==> src/rtl/keycode_cmd_gen.sv <==
// keycode_cmd_gen: turns the packed HID keycode word into one-cycle game command
// pulses once per video frame, with delayed auto-shift and auto-repeat.
module keycode_cmd_gen #(
  parameter logic [7:0] KEY_LEFT    = 8'h04,
  parameter logic [7:0] KEY_RIGHT   = 8'h07,
  parameter logic [7:0] KEY_DOWN    = 8'h16,
  parameter logic [7:0] KEY_ROT     = 8'h1A,
  parameter logic [7:0] KEY_DROP    = 8'h2C,
  parameter int         DAS_FRAMES  = 10,
  parameter int         ARR_FRAMES  = 2,
  parameter int         SOFT_FRAMES = 3
) (
  input  logic        Clk,
  input  logic        Reset,
  input  logic        vsync,
  input  logic [31:0] keycode,
  output logic        frame_tick,
  output logic        cmd_left,
  output logic        cmd_right,
  output logic        cmd_down,
  output logic        cmd_rot,
  output logic        cmd_drop
);

  localparam int MAX_HA = (DAS_FRAMES > ARR_FRAMES) ? DAS_FRAMES : ARR_FRAMES;
  localparam int MAX_F  = (MAX_HA > SOFT_FRAMES) ? MAX_HA : SOFT_FRAMES;
  localparam int CW     = $clog2(MAX_F) + 1;

  localparam logic [CW-1:0] CNT_ONE = CW'(1);
  localparam logic [CW-1:0] DAS_C   = CW'(DAS_FRAMES);
  localparam logic [CW-1:0] ARR_C   = CW'(ARR_FRAMES);
  localparam logic [CW-1:0] SOFT_C  = CW'(SOFT_FRAMES);

  typedef enum logic [1:0] {H_IDLE, H_DAS, H_ARR} h_state_t;

  function automatic logic key_held(input logic [31:0] kc, input logic [7:0] code);
    return (kc[31:24] == code) || (kc[23:16] == code) ||
           (kc[15:8]  == code) || (kc[7:0]   == code);
  endfunction

  logic          s1_q, s1_d, s2_q, s2_d, s3_q, s3_d;
  h_state_t      h_state_q, h_state_d;
  logic          dir_q, dir_d;
  logic [CW-1:0] h_cnt_q, h_cnt_d;
  logic [CW-1:0] soft_cnt_q, soft_cnt_d;
  logic          rot_prev_q, rot_prev_d, drop_prev_q, drop_prev_d;
  logic          left_q, left_d, right_q, right_d, down_q, down_d;
  logic          rot_q, rot_d, drop_q, drop_d;

  logic left_held, right_held, down_held, rot_held, drop_held;
  logic h_active, h_pulse;

  assign left_held  = key_held(keycode, KEY_LEFT);
  assign right_held = key_held(keycode, KEY_RIGHT);
  assign down_held  = key_held(keycode, KEY_DOWN);
  assign rot_held   = key_held(keycode, KEY_ROT);
  assign drop_held  = key_held(keycode, KEY_DROP);
  assign h_active   = left_held ^ right_held;

  assign frame_tick = s2_q & ~s3_q;

  always_comb begin
    s1_d        = vsync;
    s2_d        = s1_q;
    s3_d        = s2_q;
    h_state_d   = h_state_q;
    dir_d       = dir_q;
    h_cnt_d     = h_cnt_q;
    soft_cnt_d  = soft_cnt_q;
    rot_prev_d  = rot_prev_q;
    drop_prev_d = drop_prev_q;
    h_pulse     = 1'b0;
    left_d      = 1'b0;
    right_d     = 1'b0;
    down_d      = 1'b0;
    rot_d       = 1'b0;
    drop_d      = 1'b0;

    if (frame_tick) begin
      rot_d       = rot_held & ~rot_prev_q;
      drop_d      = drop_held & ~drop_prev_q;
      rot_prev_d  = rot_held;
      drop_prev_d = drop_held;

      // A zero soft counter marks a fresh press, so it pulses immediately.
      if (down_held) begin
        if (soft_cnt_q == '0 || soft_cnt_q == SOFT_C) begin
          down_d     = 1'b1;
          soft_cnt_d = CNT_ONE;
        end else begin
          soft_cnt_d = soft_cnt_q + CNT_ONE;
        end
      end else begin
        soft_cnt_d = '0;
      end

      if (!h_active) begin
        h_state_d = H_IDLE;
        h_cnt_d   = '0;
      end else if (h_state_q == H_IDLE || right_held != dir_q) begin
        h_pulse   = 1'b1;
        dir_d     = right_held;
        h_cnt_d   = CNT_ONE;
        h_state_d = H_DAS;
      end else if (h_state_q == H_DAS) begin
        if (h_cnt_q == DAS_C) begin
          h_pulse   = 1'b1;
          h_cnt_d   = CNT_ONE;
          h_state_d = H_ARR;
        end else begin
          h_cnt_d = h_cnt_q + CNT_ONE;
        end
      end else begin
        if (h_cnt_q == ARR_C) begin
          h_pulse   = 1'b1;
          h_cnt_d   = CNT_ONE;
          h_state_d = H_ARR;
        end else begin
          h_cnt_d = h_cnt_q + CNT_ONE;
        end
      end

      left_d  = h_pulse & ~right_held;
      right_d = h_pulse & right_held;
    end
  end

  always_ff @(posedge Clk or posedge Reset) begin
    if (Reset) begin
      s1_q        <= 1'b0;
      s2_q        <= 1'b0;
      s3_q        <= 1'b0;
      h_state_q   <= H_IDLE;
      dir_q       <= 1'b0;
      h_cnt_q     <= '0;
      soft_cnt_q  <= '0;
      rot_prev_q  <= 1'b0;
      drop_prev_q <= 1'b0;
      left_q      <= 1'b0;
      right_q     <= 1'b0;
      down_q      <= 1'b0;
      rot_q       <= 1'b0;
      drop_q      <= 1'b0;
    end else begin
      s1_q        <= s1_d;
      s2_q        <= s2_d;
      s3_q        <= s3_d;
      h_state_q   <= h_state_d;
      dir_q       <= dir_d;
      h_cnt_q     <= h_cnt_d;
      soft_cnt_q  <= soft_cnt_d;
      rot_prev_q  <= rot_prev_d;
      drop_prev_q <= drop_prev_d;
      left_q      <= left_d;
      right_q     <= right_d;
      down_q      <= down_d;
      rot_q       <= rot_d;
      drop_q      <= drop_d;
    end
  end

  assign cmd_left  = left_q;
  assign cmd_right = right_q;
  assign cmd_down  = down_q;
  assign cmd_rot   = rot_q;
  assign cmd_drop  = drop_q;

endmodule

==> config.mk <==
export PLATFORM = sky130hd
export DESIGN_NAME = keycode_cmd_gen
export DESIGN_NICKNAME = d
export VERILOG_FILES = /design/src/rtl/keycode_cmd_gen.sv
export SDC_FILE = /design/constraint.sdc
export NUM_CORES = 1
export LEC_CHECK = 0
export CORE_ASPECT_RATIO = 1.4
export CORE_UTILIZATION = 48
export DETAILED_ROUTE_END_ITERATION = 6
export GPL_TIMING_DRIVEN = 1
export PLACE_DENSITY = 0.8
export SLEW_MARGIN = 30
export SYNTH_ARGS = -nofsm -noshare
export SYNTH_HDL_FRONTEND = slang
export SYNTH_SLANG_ARGS = --single-unit
==> constraint.sdc <==
create_clock -name Clk -period 2.06 [get_ports Clk]
set_clock_uncertainty 0.1 [all_clocks]
set_input_delay 0.309 -clock Clk [delete_from_list [all_inputs] [get_ports Clk]]
set_output_delay 0.309 -clock Clk [all_outputs]
set_load 0.005 [all_outputs]
# Word level (Yosys, flattened, before mapping)
# Index checks and enable logic that the tools add are counted.
totals:
  out_inout_bits: 6
  word_cells: 99
  ff_bits: 23
op_classes:
  eq_ne: 27
  n_bitwise: 10
  muxes: 25
  reduce_logical: 21
  addsub: 2
ops:
  columns: ["op", "n"]
  rows:
  - ["8-bit by 3-bit == test with 1-bit output (second input constant)", 8]
  - ["8-bit by 5-bit == test with 1-bit output (second input constant)", 8]
  - ["5-bit two-way mux", 7]
  - ["8-bit by 6-bit == test with 1-bit output (second input constant)", 4]
  - ["1-bit logical OR", 17]
  - ["1-bit two-way mux", 13]
  - ["5-bit by 1-bit adder with 5-bit output (second input constant)", 2]
  - ["5-bit by 2-bit == test with 1-bit output (second input constant)", 2]
  - ["2-bit two-way mux", 5]
  - ["3-bit AND reduction", 2]
  - ["1-bit bitwise AND", 5]
  - ["5-bit by 4-bit == test with 1-bit output (second input constant)", 1]
  - ["5-bit zero test", 1]
  - ["4-bit by 1-bit != test with 1-bit output (second input constant)", 1]
  - ["4-bit by 3-bit != test with 1-bit output (second input constant)", 1]
  - ["1-bit NOT", 4]
  - ["2-bit by 1-bit == test with 1-bit output (second input constant)", 1]
  - ["2-bit zero test", 1]
  - ["1-bit != test", 1]
  - ["1-bit bitwise XOR", 1]

# Depth between registers and ports, before layout
depth:
  depth_word: 11
  mapped_depth: 8
  mapped_depth_nobuf: 8

# Worst setup path before layout
# OpenSTA, ideal clock, no wires.
synth_timing:
  kind: "flip-flop to flip-flop"
  from: "register h_cnt_q[0]"
  to: "register h_cnt_q[4]"
  period_less_slack_ps: 1835
  setup_ps: 120
  arrival_ps: 1615
  path_stages_with_launch: 9
  required_time_ps: 1840
  path_slack_ps: 225
  cell_sequence: "dfrtp_1 inv_1 ha_1 or4b_4 a22oi_4 nor2b_1 nand3_2 nand3_1 and3_1"
synth_between:
  elab_chain_cells: 5
  word_cells_on_any_way: 8
  classes_between: "add/sub: 1; eq/ne: 2; mux: 5"
synth_rtl:
  columns: ["item", "line", "rtl"]
  rows:
  - ["from (decl)", "44", "logic [CW-1:0] h_cnt_q, h_cnt_d;"]
  - ["from (signal assigned)", "150", "h_cnt_q <= h_cnt_d;"]
  - ["5-bit by 1-bit adder with 5-bit output, or another cell as far along", "111, 119", null]
  - ["5-bit two-way mux, on equally long branches", "114, 106", null]
  - ["5-bit two-way mux *", "105", "end else if (h_state_q == H_DAS) begin"]
  - ["5-bit two-way mux *", "100", "end else if (h_state_q == H_IDLE || right_held != dir_q) begin"]
  - ["5-bit two-way mux *", "97", "if (!h_active) begin"]
# Mark *: on every way between the ends. The rest lies on a longest branch, timed or not.
# A chain may end at the register's enable or synchronous reset.

# Worst setup path in the final report
layout_timing:
  from: "input port keycode[0]"
  to: "register h_cnt_q[1]"
layout_between:
  elab_chain_cells: 6
  word_cells_on_any_way: 9
  classes_between: "eq/ne: 3; mux: 2; bitwise: 1; reduce/logical: 3"
layout_rtl:
  columns: ["item", "line", "rtl"]
  rows:
  - ["from (decl)", "16", "input logic [31:0] keycode,"]
  - ["8-bit by 3-bit == test with 1-bit output", "38", "(kc[15:8] == code) || (kc[7:0] == code);"]
  - ["1-bit logical OR", "38", null]
  - ["1-bit != test", "100", null]
  - ["1-bit logical OR", "100", null]
  - ["5-bit two-way mux", "100", null]
  - ["5-bit two-way mux *", "97", null]
# Marked as above.

==> impl_metrics.json <==
{
  "clk_latency_ns": 0.27,
  "syn_to_final_growth_pct": 43.3,
  "yosysTopAreaCellShare": 0.388,
  "fp.dieH_um": 67.8,
  "synth.area.top_cells": "dfrtp_1 (39%), nand4_1 (4.6%), nor4b_2 (4.0%)",
  "max-vdd-ir-drop_mv": 0.313,
  "rows": 23,
  "cpPeakStageDelay_ns": 0.49,
  "cp.buffers_inverters": 1,
  "largestRegisters": "h_cnt_q: 5 flops, soft_cnt_q: 5 flops, h_state_q: 2 flops",
  "synth_top_family_by_area": "simple AND/OR/NAND/NOR gates",
  "num_vias": 1478,
  "path_cells": "clkdlybuf4s50_1 > nor4_1 > a22oi_1 > nand2_1 > nand3_2 > and2_1 > o31ai_1",
  "syn_inst": 156,
  "grt-ovfl-total": 0,
  "critPathArrivalTime_ns": 2.14,
  "antenna_found_initial": 0,
  "cts_max_level": 1,
  "clockBufferDepth": 2,
  "power_uw": 943,
  "worstPathMaxFanout": 3,
  "portBuffers": 40,
  "dpl.cell_count": 245,
  "ios": 41,
  "yosysSeqAreaShare": 0.388,
  "final_nets": 253,
  "yosysWarningCount": 0,
  "synth_area_mm2": 0.00148,
  "slew_headroom": 0.678,
  "cts_made_buffers": 3,
  "synthMuxAreaShare": 0,
  "p_leak_nw": 0.855,
  "gp_congestion": 0.849,
  "setup_viol": 1,
  "tightest_slew_ns": 0.479,
  "synthDistinctLibCells": 44,
  "synth_seq_cells": 23,
  "drtIter0Drc": 45,
  "hold_path_class": "register to register",
  "fill_cells": 217,
  "grt_pass1_vias": 1464,
  "die_x_um": 49.0,
  "core_area_mm2": 0.00291,
  "layout-drive-gt1-share": 0.188,
  "status": "finished with violations",
  "synth_xor_xnor_area_share": 0.0177,
  "post_drt_wl_per_cell_um": 15.2,
  "setup_ws_ns": -0.00899,
  "clock_sinks": 23,
  "violations": "setup timing",
  "grt_max_degree": 24,
  "crit_type": "input pin to register",
  "hold_ws_ns": 0.265,
  "synth_compound_area_frac": 0.148,
  "synthAdderAreaFrac": 0.0337,
  "cp-end-kind": "register",
  "async_flop_share": 1.00,
  "synth-edff-count": 0,
  "initial_core_util": 0.511,
  "start_kind": "input pin",
  "multiInputGateArea_um2": 905,
  "hpwl_um": 3050,
  "fmax_mhz": 483,
  "synth_top_cell_by_area": "dfrtp_1",
  "slew_viol_final": 0,
  "yosys.area_share.simple": 0.380,
  "seqCellArea_um2": 576,
  "dr.pass1.iters": 4,
  "grt_usage": 0.243,
  "critPathSlowestCell": "clkdlybuf4s50_1",
  "ant_nets": 0,
  "fin_crit_ns": 2.07,
  "die-area_mm2": 0.00332,
  "stdcell_count": 250,
  "cts_hold_buf": 0,
  "drv_cap": 0,
  "clk_pin_slew_worst_paths_ns": 0.08,
  "syn_nets": 195,
  "via_per_inst": 5.91,
  "hold_viol_final": 0,
  "grt_pass1_wl_um": 6100,
  "drc": 0,
  "crit_family": "simple AND/OR/NAND/NOR gates",
  "cp.required_ns": 2.14,
  "power_density_mw_per_mm2": 443,
  "finalCritPeriodShare": 1.00,
  "ys.flop_type": "dfrtp_1",
  "diodes": 0,
  "rsz0062_at_grt": "yes",
  "cts_tree": "done",
  "clockRootBuffer": "clkbuf_8",
  "wl_um": 3800,
  "avgSynthCellArea_um2": 9.51
}
-- repair_timing --
item                       CTS  global route
pin swaps                    0             0
setup endpoints to repair    2             8
gates resized for setup      2             6
setup buffers                0             1
-- metrics by stage --
step                      instance area (um2)   util  setup slack (ns)   TNS, ns
final                                    2130  0.732          -0.00899  -0.00899
after global routing                     2130  0.732           -0.0978    -0.334
after CTS                                2080  0.715            0.0282         0
after detailed placement                 2030  0.698            -0.179     -1.57
after global placement                   2030  0.698           -0.0917    -0.490
after floorplan                          1480      -             0.225         0
-- placed cells by master, fill, tap and decap left out, types with 2 or more instances in the layout --
cell type        count
nand3_2              2
o22ai_1              2
nand4_1             11
ha_1                 3
inv_1                5
clkbuf_8             3
nand2_1             13
o21ai_1              8
nor3b_1              3
nor4_1               3
dfrtp_1             23
nor3_1               6
a22oi_1              3
nor2b_1              6
nor4b_2              4
and2_1               2
o31ai_1              4
clkdlybuf4s50_1     40
inv_2                2
nand4b_1             3
xnor2_1              2
a31o_1               2
and4_1               2
nand2b_1             3
nor4_2               2
buf_4               17
nor2_1               7
nor4bb_4             2
nand3_1              7
a21oi_1              4
-- path summary, 6_finish.rpt --
kind,from,end,slack [ns],cells past startpoint
worst max-delay path,keycode[0],h_cnt_q[1],-0.009,7
worst min-delay path,s1_q,s2_q,0.26,0
worst max register to register,h_cnt_q[0],h_cnt_q[4],0.05,8
worst min register to register,s1_q,s2_q,0.26,0
max in group asynchronous,Reset,h_state_q[0],1.34,3
min in group asynchronous,Reset,s1_q,0.29,3
-- layout make-up --
| type | instances | area share |
|---|---|---|
| Multi-Input combinational cell | 122 | 0.425 |
| Sequential cell | 23 | 0.271 |
| Timing Repair Buffer | 57 | 0.248 |
| Tap cell | 37 | 0.0218 |
| Clock buffer | 3 | 0.0194 |
| Inverter | 7 | 0.0124 |
| Clock inverter | 1 | 0.00235 |
-- logic make-up after synthesis --
logic type                 Yosys count
buffers and inverters               11
DFF                                 23
AOI/OAI and AO/OA                   30
adders and majority gates            4
xor gates and xnor gates             3
and+or+nand+nor                     85
-- cell usage after synthesis (2+ instances only) --
cell,instances
a21oi_1,4
a22oi_1,3
a31o_1,2
and2_1,2
and4_1,2
clkbuf_1,3
dfrtp_1,23
ha_1,4
inv_1,6
nand2_1,13
nand2b_1,3
nand3_1,7
nand3_2,2
nand4_1,11
nand4b_1,3
nor2_1,7
nor2b_1,6
nor3_1,6
nor3b_1,3
nor4_1,5
nor4b_2,4
nor4bb_1,3
o21ai_1,8
o22ai_1,2
o31ai_1,4
xnor2_1,2
-- where the power goes --
| group | leakage, nW | internal (mW) | switching (mW) |
|---|---|---|---|
| Clock | 0.0255 | 0.135 | 0.149 |
| Combinational | 0.516 | 0.109 | 0.0779 |
| Sequential | 0.313 | 0.461 | 0.00990 |
-- worst reg2reg max path: stages (launching register included) --
cell and delay (ns):
dfrtp_1 0.40, inv_2 0.08, ha_2 0.19, or4b_4 0.48
a22oi_4 0.17, nor2b_1 0.10, nand3_2 0.12, nand3_1 0.11
and3_1 0.16
-- routing by layer --
metal  vias to the layer above  part of all wire  global-route usage
met5                         -                 0                   0
met4                         0             0.025               0.121
met3                         8             0.039              0.0225
met2                        54              0.56               0.497
met1                       701              0.37               0.243
li1                        715                 -                   -
No activity file was read; power rests on OpenSTA's default activity.
